`src/rtl/instruction_fetch_if.sv`:
```
// ---------------------------------------------------------------------------
// instruction_fetch_if
//   Bundles the two handshake buses of the fetch stage:
//     imem_req_*  : request channel to instruction memory (valid/ready + addr)
//     imem_rsp_*  : in-order read-data return from instruction memory
//     inst_*      : instruction hand-off to decode (valid/ready + word/pc/fault)
//   master : fetch-stage view (drives requests and instructions to decode)
//   slave  : memory/decode view
// ---------------------------------------------------------------------------
interface instruction_fetch_if;
  logic        imem_req_valid;
  logic        imem_req_ready;
  logic [31:0] imem_req_addr;
  logic        imem_rsp_valid;
  logic [31:0] imem_rsp_data;
  logic        inst_valid;
  logic        inst_ready;
  logic [31:0] inst_data;
  logic [31:0] inst_pc;
  logic        inst_fault;

  modport master (
    output imem_req_valid, imem_req_addr,
    input  imem_req_ready, imem_rsp_valid, imem_rsp_data,
    output inst_valid, inst_data, inst_pc, inst_fault,
    input  inst_ready
  );

  modport slave (
    input  imem_req_valid, imem_req_addr,
    output imem_req_ready, imem_rsp_valid, imem_rsp_data,
    input  inst_valid, inst_data, inst_pc, inst_fault,
    output inst_ready
  );
endinterface

```
`src/rtl/instruction_fetch.sv`:
```
// ---------------------------------------------------------------------------
// instruction_fetch
//   Fetch stage behind the program counter. Issues in-order instruction
//   memory requests at pc_in, pulses pc_advance on every accepted request,
//   queues returned words together with their PC and hands them to decode.
//   A flush discards queued entries and marks in-flight requests as dropped.
//
// Ports
//   clk         rising-edge clock
//   reset       synchronous, active-high
//   pc_in       current PC value (request address)
//   pc_advance  PC count-enable, high in cycles a request is accepted
//   flush       redirect; PC is rewritten in the same cycle
//   busy        requests outstanding (live or dropped) or queue non-empty
//   bus         instruction_fetch_if.master (imem request/response, decode)
//
// Optional feature
//   FETCH_MISALIGN_TRAP_EN : a misaligned pc_in (pc_in[1:0] != 0) with no
//   live request produces a fault entry {pc_in, 0, fault=1} instead of a
//   memory request and halts issue until the next flush.
// ---------------------------------------------------------------------------
module instruction_fetch #(
  parameter int QUEUE_DEPTH     = 2,
  parameter int MAX_OUTSTANDING = 2
) (
  input  logic                clk,
  input  logic                reset,
  input  logic [31:0]         pc_in,
  output logic                pc_advance,
  input  logic                flush,
  output logic                busy,
  instruction_fetch_if.master bus
);

  localparam int QIW = (QUEUE_DEPTH > 1) ? $clog2(QUEUE_DEPTH) : 1;
  localparam int QCW = $clog2(QUEUE_DEPTH) + 1;
  localparam int TIW = (MAX_OUTSTANDING > 1) ? $clog2(MAX_OUTSTANDING) : 1;
  localparam int OCW = $clog2(MAX_OUTSTANDING) + 1;

  // instruction queue (power-of-2 depth, pointers wrap naturally)
  logic [31:0]    q_data_q [QUEUE_DEPTH];
  logic [31:0]    q_pc_q   [QUEUE_DEPTH];
  logic [QIW-1:0] q_wr_q, q_rd_q;
  logic [QCW-1:0] q_cnt_q, q_cnt_d;
`ifdef FETCH_MISALIGN_TRAP_EN
  logic           q_fault_q [QUEUE_DEPTH];
`endif

  // PC tags of live requests, in issue order
  logic [31:0]    tag_q [MAX_OUTSTANDING];
  logic [TIW-1:0] tag_wr_q, tag_rd_q;

  logic [OCW-1:0] live_q, live_d;
  logic [OCW-1:0] drop_q, drop_d;
  logic           halt_q, halt_d;

  logic issue_ok, misaligned, req_valid, trap, accept;
  logic rsp_any, rsp_drop, rsp_keep, q_push, q_pop, q_nonempty;

  // tag FIFO depth need not be a power of 2
  function automatic logic [TIW-1:0] tag_next(input logic [TIW-1:0] p);
    if (int'(p) == MAX_OUTSTANDING - 1) tag_next = '0;
    else                                tag_next = p + TIW'(1);
  endfunction

`ifdef FETCH_MISALIGN_TRAP_EN
  assign misaligned = (pc_in[1:0] != 2'b00);
`else
  assign misaligned = 1'b0;
`endif

  // Credits count dropped requests against the memory limit and live requests
  // against queue space, so an accepted response always has a queue slot.
  assign issue_ok   = !reset && !flush && !halt_q &&
                      (int'(live_q) + int'(drop_q)  < MAX_OUTSTANDING) &&
                      (int'(live_q) + int'(q_cnt_q) < QUEUE_DEPTH);
  assign req_valid  = issue_ok && !misaligned;
  assign trap       = issue_ok && misaligned && (live_q == '0);
  assign accept     = req_valid && bus.imem_req_ready;

  assign rsp_any    = bus.imem_rsp_valid && ((live_q != '0) || (drop_q != '0));
  assign rsp_drop   = bus.imem_rsp_valid && (drop_q != '0);
  assign rsp_keep   = bus.imem_rsp_valid && (drop_q == '0) && (live_q != '0);

  assign q_nonempty = !reset && (q_cnt_q != '0);
  assign q_push     = rsp_keep || trap;
  assign q_pop      = q_nonempty && bus.inst_ready;

  always_comb begin
    live_d  = live_q;
    drop_d  = drop_q;
    halt_d  = halt_q;
    q_cnt_d = q_cnt_q;
    if (flush) begin
      // a response landing in the flush cycle retires one pre-flush request
      live_d  = '0;
      drop_d  = drop_q + live_q - OCW'(rsp_any);
      halt_d  = 1'b0;
      q_cnt_d = '0;
    end else begin
      live_d  = live_q + OCW'(accept) - OCW'(rsp_keep);
      drop_d  = drop_q - OCW'(rsp_drop);
      halt_d  = halt_q | trap;
      q_cnt_d = q_cnt_q + QCW'(q_push) - QCW'(q_pop);
    end
  end

  always_ff @(posedge clk) begin
    if (reset) begin
      q_wr_q   <= '0;
      q_rd_q   <= '0;
      q_cnt_q  <= '0;
      tag_wr_q <= '0;
      tag_rd_q <= '0;
      live_q   <= '0;
      drop_q   <= '0;
      halt_q   <= 1'b0;
    end else begin
      live_q  <= live_d;
      drop_q  <= drop_d;
      halt_q  <= halt_d;
      q_cnt_q <= q_cnt_d;
      if (flush) begin
        q_wr_q   <= '0;
        q_rd_q   <= '0;
        tag_wr_q <= '0;
        tag_rd_q <= '0;
      end else begin
        if (accept) begin
          tag_q[tag_wr_q] <= pc_in;
          tag_wr_q        <= tag_next(tag_wr_q);
        end
        if (rsp_keep) tag_rd_q <= tag_next(tag_rd_q);
        if (q_push) begin
          q_data_q[q_wr_q]  <= trap ? 32'h0 : bus.imem_rsp_data;
          q_pc_q[q_wr_q]    <= trap ? pc_in : tag_q[tag_rd_q];
`ifdef FETCH_MISALIGN_TRAP_EN
          q_fault_q[q_wr_q] <= trap;
`endif
          q_wr_q            <= q_wr_q + QIW'(1);
        end
        if (q_pop) q_rd_q <= q_rd_q + QIW'(1);
      end
    end
  end

  assign pc_advance         = accept;
  assign bus.imem_req_valid = req_valid;
  assign bus.imem_req_addr  = reset ? 32'h0 : pc_in;
  assign bus.inst_valid     = q_nonempty;
  assign bus.inst_data      = q_nonempty ? q_data_q[q_rd_q] : 32'h0;
  assign bus.inst_pc        = q_nonempty ? q_pc_q[q_rd_q]   : 32'h0;
`ifdef FETCH_MISALIGN_TRAP_EN
  assign bus.inst_fault     = q_nonempty && q_fault_q[q_rd_q];
`else
  assign bus.inst_fault     = 1'b0;
`endif
  assign busy = !reset && ((live_q != '0) || (drop_q != '0) || (q_cnt_q != '0));

endmodule
```
`src/flat_wrapper.sv`:
```
// flat-port wrapper written by rule: the top's interface ports become plain ports
module instruction_fetch_flat 
#(
  parameter int QUEUE_DEPTH     = 2,
  parameter int MAX_OUTSTANDING = 2
)
  (clk, reset, pc_in, pc_advance, flush, busy, bus_imem_req_valid, bus_imem_req_addr, bus_imem_req_ready, bus_imem_rsp_valid, bus_imem_rsp_data, bus_inst_valid, bus_inst_data, bus_inst_pc, bus_inst_fault, bus_inst_ready);
  instruction_fetch_if bus_i ();
  input  logic clk;
  input  logic reset;
  input  logic [31:0] pc_in;
  output logic pc_advance;
  input  logic flush;
  output logic busy;
  output wire logic [$bits(bus_i.imem_req_valid)-1:0] bus_imem_req_valid;
  output wire logic [$bits(bus_i.imem_req_addr)-1:0] bus_imem_req_addr;
  input wire logic [$bits(bus_i.imem_req_ready)-1:0] bus_imem_req_ready;
  input wire logic [$bits(bus_i.imem_rsp_valid)-1:0] bus_imem_rsp_valid;
  input wire logic [$bits(bus_i.imem_rsp_data)-1:0] bus_imem_rsp_data;
  output wire logic [$bits(bus_i.inst_valid)-1:0] bus_inst_valid;
  output wire logic [$bits(bus_i.inst_data)-1:0] bus_inst_data;
  output wire logic [$bits(bus_i.inst_pc)-1:0] bus_inst_pc;
  output wire logic [$bits(bus_i.inst_fault)-1:0] bus_inst_fault;
  input wire logic [$bits(bus_i.inst_ready)-1:0] bus_inst_ready;
  assign bus_imem_req_valid = bus_i.imem_req_valid;
  assign bus_imem_req_addr = bus_i.imem_req_addr;
  assign bus_i.imem_req_ready = bus_imem_req_ready;
  assign bus_i.imem_rsp_valid = bus_imem_rsp_valid;
  assign bus_i.imem_rsp_data = bus_imem_rsp_data;
  assign bus_inst_valid = bus_i.inst_valid;
  assign bus_inst_data = bus_i.inst_data;
  assign bus_inst_pc = bus_i.inst_pc;
  assign bus_inst_fault = bus_i.inst_fault;
  assign bus_i.inst_ready = bus_inst_ready;
  instruction_fetch #(.QUEUE_DEPTH(QUEUE_DEPTH), .MAX_OUTSTANDING(MAX_OUTSTANDING)) u_core (.clk(clk), .reset(reset), .pc_in(pc_in), .pc_advance(pc_advance), .flush(flush), .busy(busy), .bus(bus_i));
endmodule
```
`config.mk`:
```
export PLATFORM = sky130hd
export DESIGN_NAME = instruction_fetch_flat
export DESIGN_NICKNAME = d
export VERILOG_FILES = /design/src/rtl/instruction_fetch_if.sv /design/src/rtl/instruction_fetch.sv /design/src/flat_wrapper.sv
export SDC_FILE = /design/constraint.sdc
export NUM_CORES = 1
export LEC_CHECK = 0
export BUFFER_PORTS_ARGS = -buffer_cell sky130_fd_sc_hd__buf_4
export CAP_MARGIN = 20
export CORE_ASPECT_RATIO = 1.4
export CORE_MARGIN = 5
export CORE_UTILIZATION = 51
export CTS_BUF_LIST = sky130_fd_sc_hd__clkbuf_4
export DETAILED_ROUTE_END_ITERATION = 7
export PLACE_DENSITY_LB_ADDON = 0.3
export SYNTH_ARGS = -nofsm -noshare
export SYNTH_HDL_FRONTEND = slang
export SYNTH_SLANG_ARGS = --single-unit
export TNS_END_PERCENT = 20
```
`constraint.sdc`:
```
create_clock -name clk -period 3.05 [get_ports clk]
set_input_delay 0.305 -clock clk [delete_from_list [all_inputs] [get_ports clk]]
set_output_delay 0.305 -clock clk [all_outputs]
set_load 0.005 [all_outputs]
```
# After elaboration in Yosys (flattened, before gate mapping)
# Memory sizes are Yosys's and may differ from the RTL's. A register that Yosys moved wholly into a read port is not among the register bits.
# Index checks and enable logic that the tools add are counted.
op_classes:
  add_sub_neg: 13
  multipliers: 0
  div: 0
  order_cmp: 2
  n_eq_ne: 0
  shifts: 0
  n_mux: 20
  bitwise: 0
  n_reduce_logical: 20
op_table:
  columns: ["cell", "n"]
  rows:
  - ["32-bit two-way mux", 3]
  - ["32-bit by 3-bit < comparator with 1-bit output, second input constant", 2]
  - ["1-bit two-way mux", 16]
  - ["1-bit logical AND", 11]
  - ["2-bit by 1-bit subtractor with 2-bit output", 4]
  - ["2-bit by 2-bit adder with 3-bit output", 2]
  - ["2-bit nonzero test", 3]
  - ["1-bit adder, second input constant", 4]
  - ["2-bit by 1-bit adder with 2-bit output", 2]
  - ["2-bit adder", 1]
  - ["1-bit zero test", 2]
  - ["2-bit zero test", 1]
  - ["1-bit logical OR", 2]
  - ["2-bit two-way mux", 1]
  - ["2-bit OR reduction", 1]
totals:
  reg_bits: 10
  latch_bits: 0
  ramBits: 192
  mem_bits_ro: 0
  in_bits: 70
  n_memories: 3
mem_list:
  columns: ["memory", "depth", "word_bits", "rd", "rd_ports_with_merged_regs", "write_ports", "line_no", "rtl"]
  rows:
  - ["u_core.q_data_q", 2, 32, 1, 1, 1, "instruction_fetch.sv:41", "logic [31:0] q_data_q [QUEUE_DEPTH];"]
  - ["u_core.q_pc_q", 2, 32, 1, 1, 1, "instruction_fetch.sv:42", "logic [31:0] q_pc_q [QUEUE_DEPTH];"]
  - ["u_core.tag_q", 2, 32, 1, 1, 1, "instruction_fetch.sv:50", "logic [31:0] tag_q [MAX_OUTSTANDING];"]

# Logic depth before layout (Yosys ltp)
logic_depth:
  word_depth: 9
  depth_mapped: 11
  depth_no_buf: 11

# Least setup slack after synthesis
# OpenSTA, ideal clock, no wires.
synth_path:
  path_kind: "register to register"
  startpoint: "register u_core.drop_q[0]"
  endpoint: "memory u_core.tag_q[0][0], enable pin"
  setup_time_ps: 421
  t_arrival_ps: 2836
  required_time_ps: 2629
  path_slack_ps: -207
  path_stages_with_launch: 7
  n_path_buf: 0
  cell_sequence: "dfxtp_1 inv_1 nor2_1 fa_1 nor4_2 nand3_1 nor2_1"
synth_between:
  elab_chain_len: 9
synth_rtl:
  columns: ["item", "line_no", "rtl"]
  rows:
  - ["from (decl)", "instruction_fetch.sv:54", "logic [OCW-1:0] drop_q, drop_d;"]
  - ["from (signal assigned)", "instruction_fetch.sv:120", "drop_q <= drop_d;"]
  - ["2-bit by 2-bit adder with 3-bit output", "instruction_fetch.sv:75", "(int'(live_q) + int'(drop_q) < MAX_OUTSTANDING) &&"]
  - ["32-bit by 3-bit < comparator with 1-bit output", "instruction_fetch.sv:75", null]
  - ["1-bit logical AND", "instruction_fetch.sv:74", "assign issue_ok = !reset && !flush && !halt_q &&"]
  - ["1-bit logical AND", "instruction_fetch.sv:75", null]
  - ["1-bit logical AND", "instruction_fetch.sv:79", "assign accept = req_valid && bus.imem_req_ready;"]
  - ["1-bit two-way mux", "instruction_fetch.sv:129", "if (accept) begin"]
  - ["1-bit two-way mux", "instruction_fetch.sv:123", "if (flush) begin"]
  - ["1-bit two-way mux", "instruction_fetch.sv:109", "if (reset) begin"]
  - ["1-bit two-way mux (implied by the code)", "instruction_fetch.sv:130", "tag_q[tag_wr_q] <= pc_in;"]
  - ["to (decl)", "instruction_fetch.sv:50", null]
# No other way between the ends.

# Worst setup path after layout
layout_path:
  startpoint: "register u_core.drop_q[0]"
  endpoint: "output pc_advance"
layout_between:
  elab_chain_len: 5
layout_rtl:
  columns: ["item", "line_no", "rtl"]
  rows:
  - ["2-bit by 2-bit adder with 3-bit output", "instruction_fetch.sv:75", null]
  - ["32-bit by 3-bit < comparator with 1-bit output", "instruction_fetch.sv:75", null]
  - ["1-bit logical AND", "instruction_fetch.sv:74", null]
  - ["1-bit logical AND", "instruction_fetch.sv:75", null]
  - ["1-bit logical AND", "instruction_fetch.sv:79", null]
  - ["to (decl)", "flat_wrapper.sv:12", "output logic pc_advance;"]
# No other way between the ends.

==> reports/metrics.yaml <==
yosys:
  synth-seq-cells: 204
  synth_edf_count: 192
  syn_area_um2: 8080
  synthArstFlopShare_pct: 0
  synthXorXnorAreaFrac_pct: 0.434
  yosysTopAreaCell: "edfxtp_1"
  synthCells: 495
  synth.top_cell.area_share_pct: 71.4
  yosys_most_used_dff: "edfxtp_1"
  avgSynthCellArea_um2: 16.3
  synth_compound_area_share_pct: 0.960
  syn_nets: 575
  ys_warn_count: 0
  synth_mux_area_share_pct: 12.4
  synth-simple-area-share_pct: 8.04
  synth_top_family_by_area: "multiplexers"
  synthTopCellsByArea: "edfxtp_1 71%, mux2i_1 7.9%, mux2_2 4.2%"
  ys_seq_area_share_pct: 74.4
  synth_cell_types: 33
  synth_fa_ha_area_share_pct: 1.74
pwr:
  p_sw_uw: 1090
  total_power_uw: 5390
  p_sw_share_pct: 20.3
  p_comb_share_pct: 6.3
  ir_worst_vdd_v: 0.000293
  clockPowerShare_pct: 36.2
  power_density_nw_per_um2: 499
  p_leak_uw: 0.00402
  power.internal_uw: 4300
  p_seq_share_pct: 57.5
sta:
  hold_viol: 0
  fin_tns_setup_ns: 0
  max-slew-margin-rel_pct: 36.0
  rsz0062_at_grt: "false"
  max_freq_mhz: 352
  skew_ns: 0.0423
  setup-violations-final: 0
  slew_violations: 0
  fin_crit_ns: 2.84
  tightest_slew_ns: 0.957
  fin_crit_sh_pct: 93.1
job:
  cap_violations: 0
grt:
  grt_pass1_wl_um: 25400
  overflow: 0
  grtUsageMet3_pct: 3.43
  antenna_found_initial: 1
  grt_pass1_vias: 5358
  track_usage_pct: 17.3
  grt-busiest-layer: "met2"
  grt_max_degree: 44
  use_met1_pct: 19.1
  met2_usage_pct: 32.3
place:
  hpwlAfterDp_um: 10400
  dpl.cell_count: 846
  io_buffers: 169
  post_dp_cell_area_um2: 9600
  gp_congestion: 0.838
route:
  firstDrtPassIters: 4
  drt.antenna.violating_nets: 0
  wl_per_cell_um: 16.7
  avgViaCountPerCell: 4.99
  routed_wirelength_um: 16600
  drtIter0Drc: 196
  routed-via-count: 4936
  route.detailed.drc: 0
cts:
  clock-sinks: 204
  cts_buffer_depth: 3
  cts_htree_levels: 2
  ctsResizeCount: 0
  cts_tree: "yes"
  cts_root_buf: "clkbuf_4"
  insertion_delay_ns: 0.58
  clk_pin_slew_ns: 0.07
  cts_setup_buffers: 0
  numCtsBuffers: 47
critical_path:
  worstSetupEndpointType: "output port"
  crit_type: "reg -> out"
  worstPathMaxFanout: 5
  worstPathArrival_ns: 2.53
  critPathRequiredTime_ns: 2.74
  start_kind: "register"
finish:
  nNetsFinal: 845
  final_cell_count_no_fill: 990
  area_delta_synth_final_pct: 33.8
  postLayoutCoreUtil_pct: 69.2
  postLayoutCellArea_um2: 10800
  drive_gt1_share_pct: 36.3
  nFillCells: 1033
floorplanning:
  dieArea_um2: 18500
  die_w_um: 116
  fp.coreArea_um2: 15600
  ios: 171
  start_util_pct: 51.7
  die_h_um: 159
  rows: 54
worst_hold_path:
  hold_path_class: "in -> reg"
status:
  outcome: "finished, final reports clean"
Yosys cell counts (all sizes together), types with 2 or more instances:
cell type  count
nor2          77
mux2i         64
a21oi          4
inv           10
ha             8
nand4bb        2
nand2          4
nor2b         35
clkbuf         4
nor4           2
buf           20
nor3           3
edfxtp       192
dfxtp         12
and2           6
mux2          32
o21ai          6
xor2           3
fa             2
final timing paths:
kind,cells after the start,slack [ns],startpoint,to
worst max-delay path,7,0.21,u_core.drop_q[0],pc_advance
worst min-delay path,4,0.17,bus_inst_ready,register
worst max register to register,11,0.31,u_core.drop_q[0],u_core.live_q[1]
worst min register to register,2,0.49,u_core.tag_rd_q,u_core.tag_rd_q
power groups by stage:
stage	registers [µW]	clock network [µW]	logic, µW
floorplan	3160	0	110
global placement	3160	0	258
detailed placement	3160	0	269
CTS	3100	2020	340
global route	3100	2170	369
finish	3100	1950	339
timing repair:
action                                  4_1_cts  5_1_grt
hold buffers                                 66        0
endpoints found under the hold margin       130        0
endpoints found under the setup margin        0        0
area by class of cell:
cell class	count	area [µm²]	area share [%]
diodes	1	2.50	0.0232
clock buffers	68	510	4.72
clock inverters	9	35.0	0.324
inverters	10	37.5	0.347
multi-input cells	257	1920	17.8
flip-flops and latches	204	6010	55.6
well taps	196	245	2.27
repair buffers	245	2040	18.9
critical path, cell delays in order, from the launching register on:
cell and delay (ns):
dfxtp_1 0.40, inv_1 0.10, nor2_1 0.16, fa_1 0.45, nor4_2 0.37, nand3_1 0.23, inv_1 0.15, buf_4 0.12
per-stage QoR:
step                hold slack (ns)  setup slack [ns]
finish                        0.168             0.212
global route                  0.148            0.0426
CTS                           0.114             0.160
detailed placement            0.465             0.315
global placement              0.458             0.424
floorplan                     0.404            0.0575
layer usage:
metal	up-vias	part of all wire, %
li1	2370	-
met3	21	5.9
met4	0	1.6
met2	164	56
met1	2381	37
met5	-	0
cells in the final DEF, fill, tap and decap left out, types with 2 or more instances in the layout:
cell,netlist,layout
nor3_1,3,3
mux2_2,30,30
nand2_1,4,4
inv_1,10,9
dlygate4sd3_1,0,66
buf_4,3,176
nand4bb_1,2,2
and2_1,6,5
a21oi_1,4,4
o21ai_0,6,6
nor2b_1,35,35
xor2_1,3,3
mux2_1,2,2
clkinv_1,0,7
nor2_1,77,76
fa_1,2,2
inv_2,0,2
clkbuf_4,0,68
buf_12,0,3
dfxtp_1,12,10
ha_1,8,8
mux2i_1,64,64
edfxtp_1,192,192
registers in the layout, indices dropped and copies added, names as in the netlist, named ones only:
signal / cells
u_core.drop_q: 2
u_core.q_wr_q: 1
u_core.tag_q: 64
u_core.tag_rd_q: 1
u_core.q_pc_q: 64
u_core.q_cnt_q: 2
u_core.tag_wr_q: 1
u_core.live_q: 2
u_core.q_data_q: 64
u_core.q_rd_q: 1
cells by family after synthesis:
| group | count (synthesis) |
|---|---|
| AO/OA/AOI/OAI | 12 |
| XOR/XNOR | 4 |
| adder cells (fa/ha/maj) | 10 |
| buffers and inverters | 34 |
| flip-flops | 204 |
| multiplexers | 96 |
| other | 1 |
| AND/OR/NAND/NOR | 134 |
Note: power is estimated with default switching activity, not from simulation.
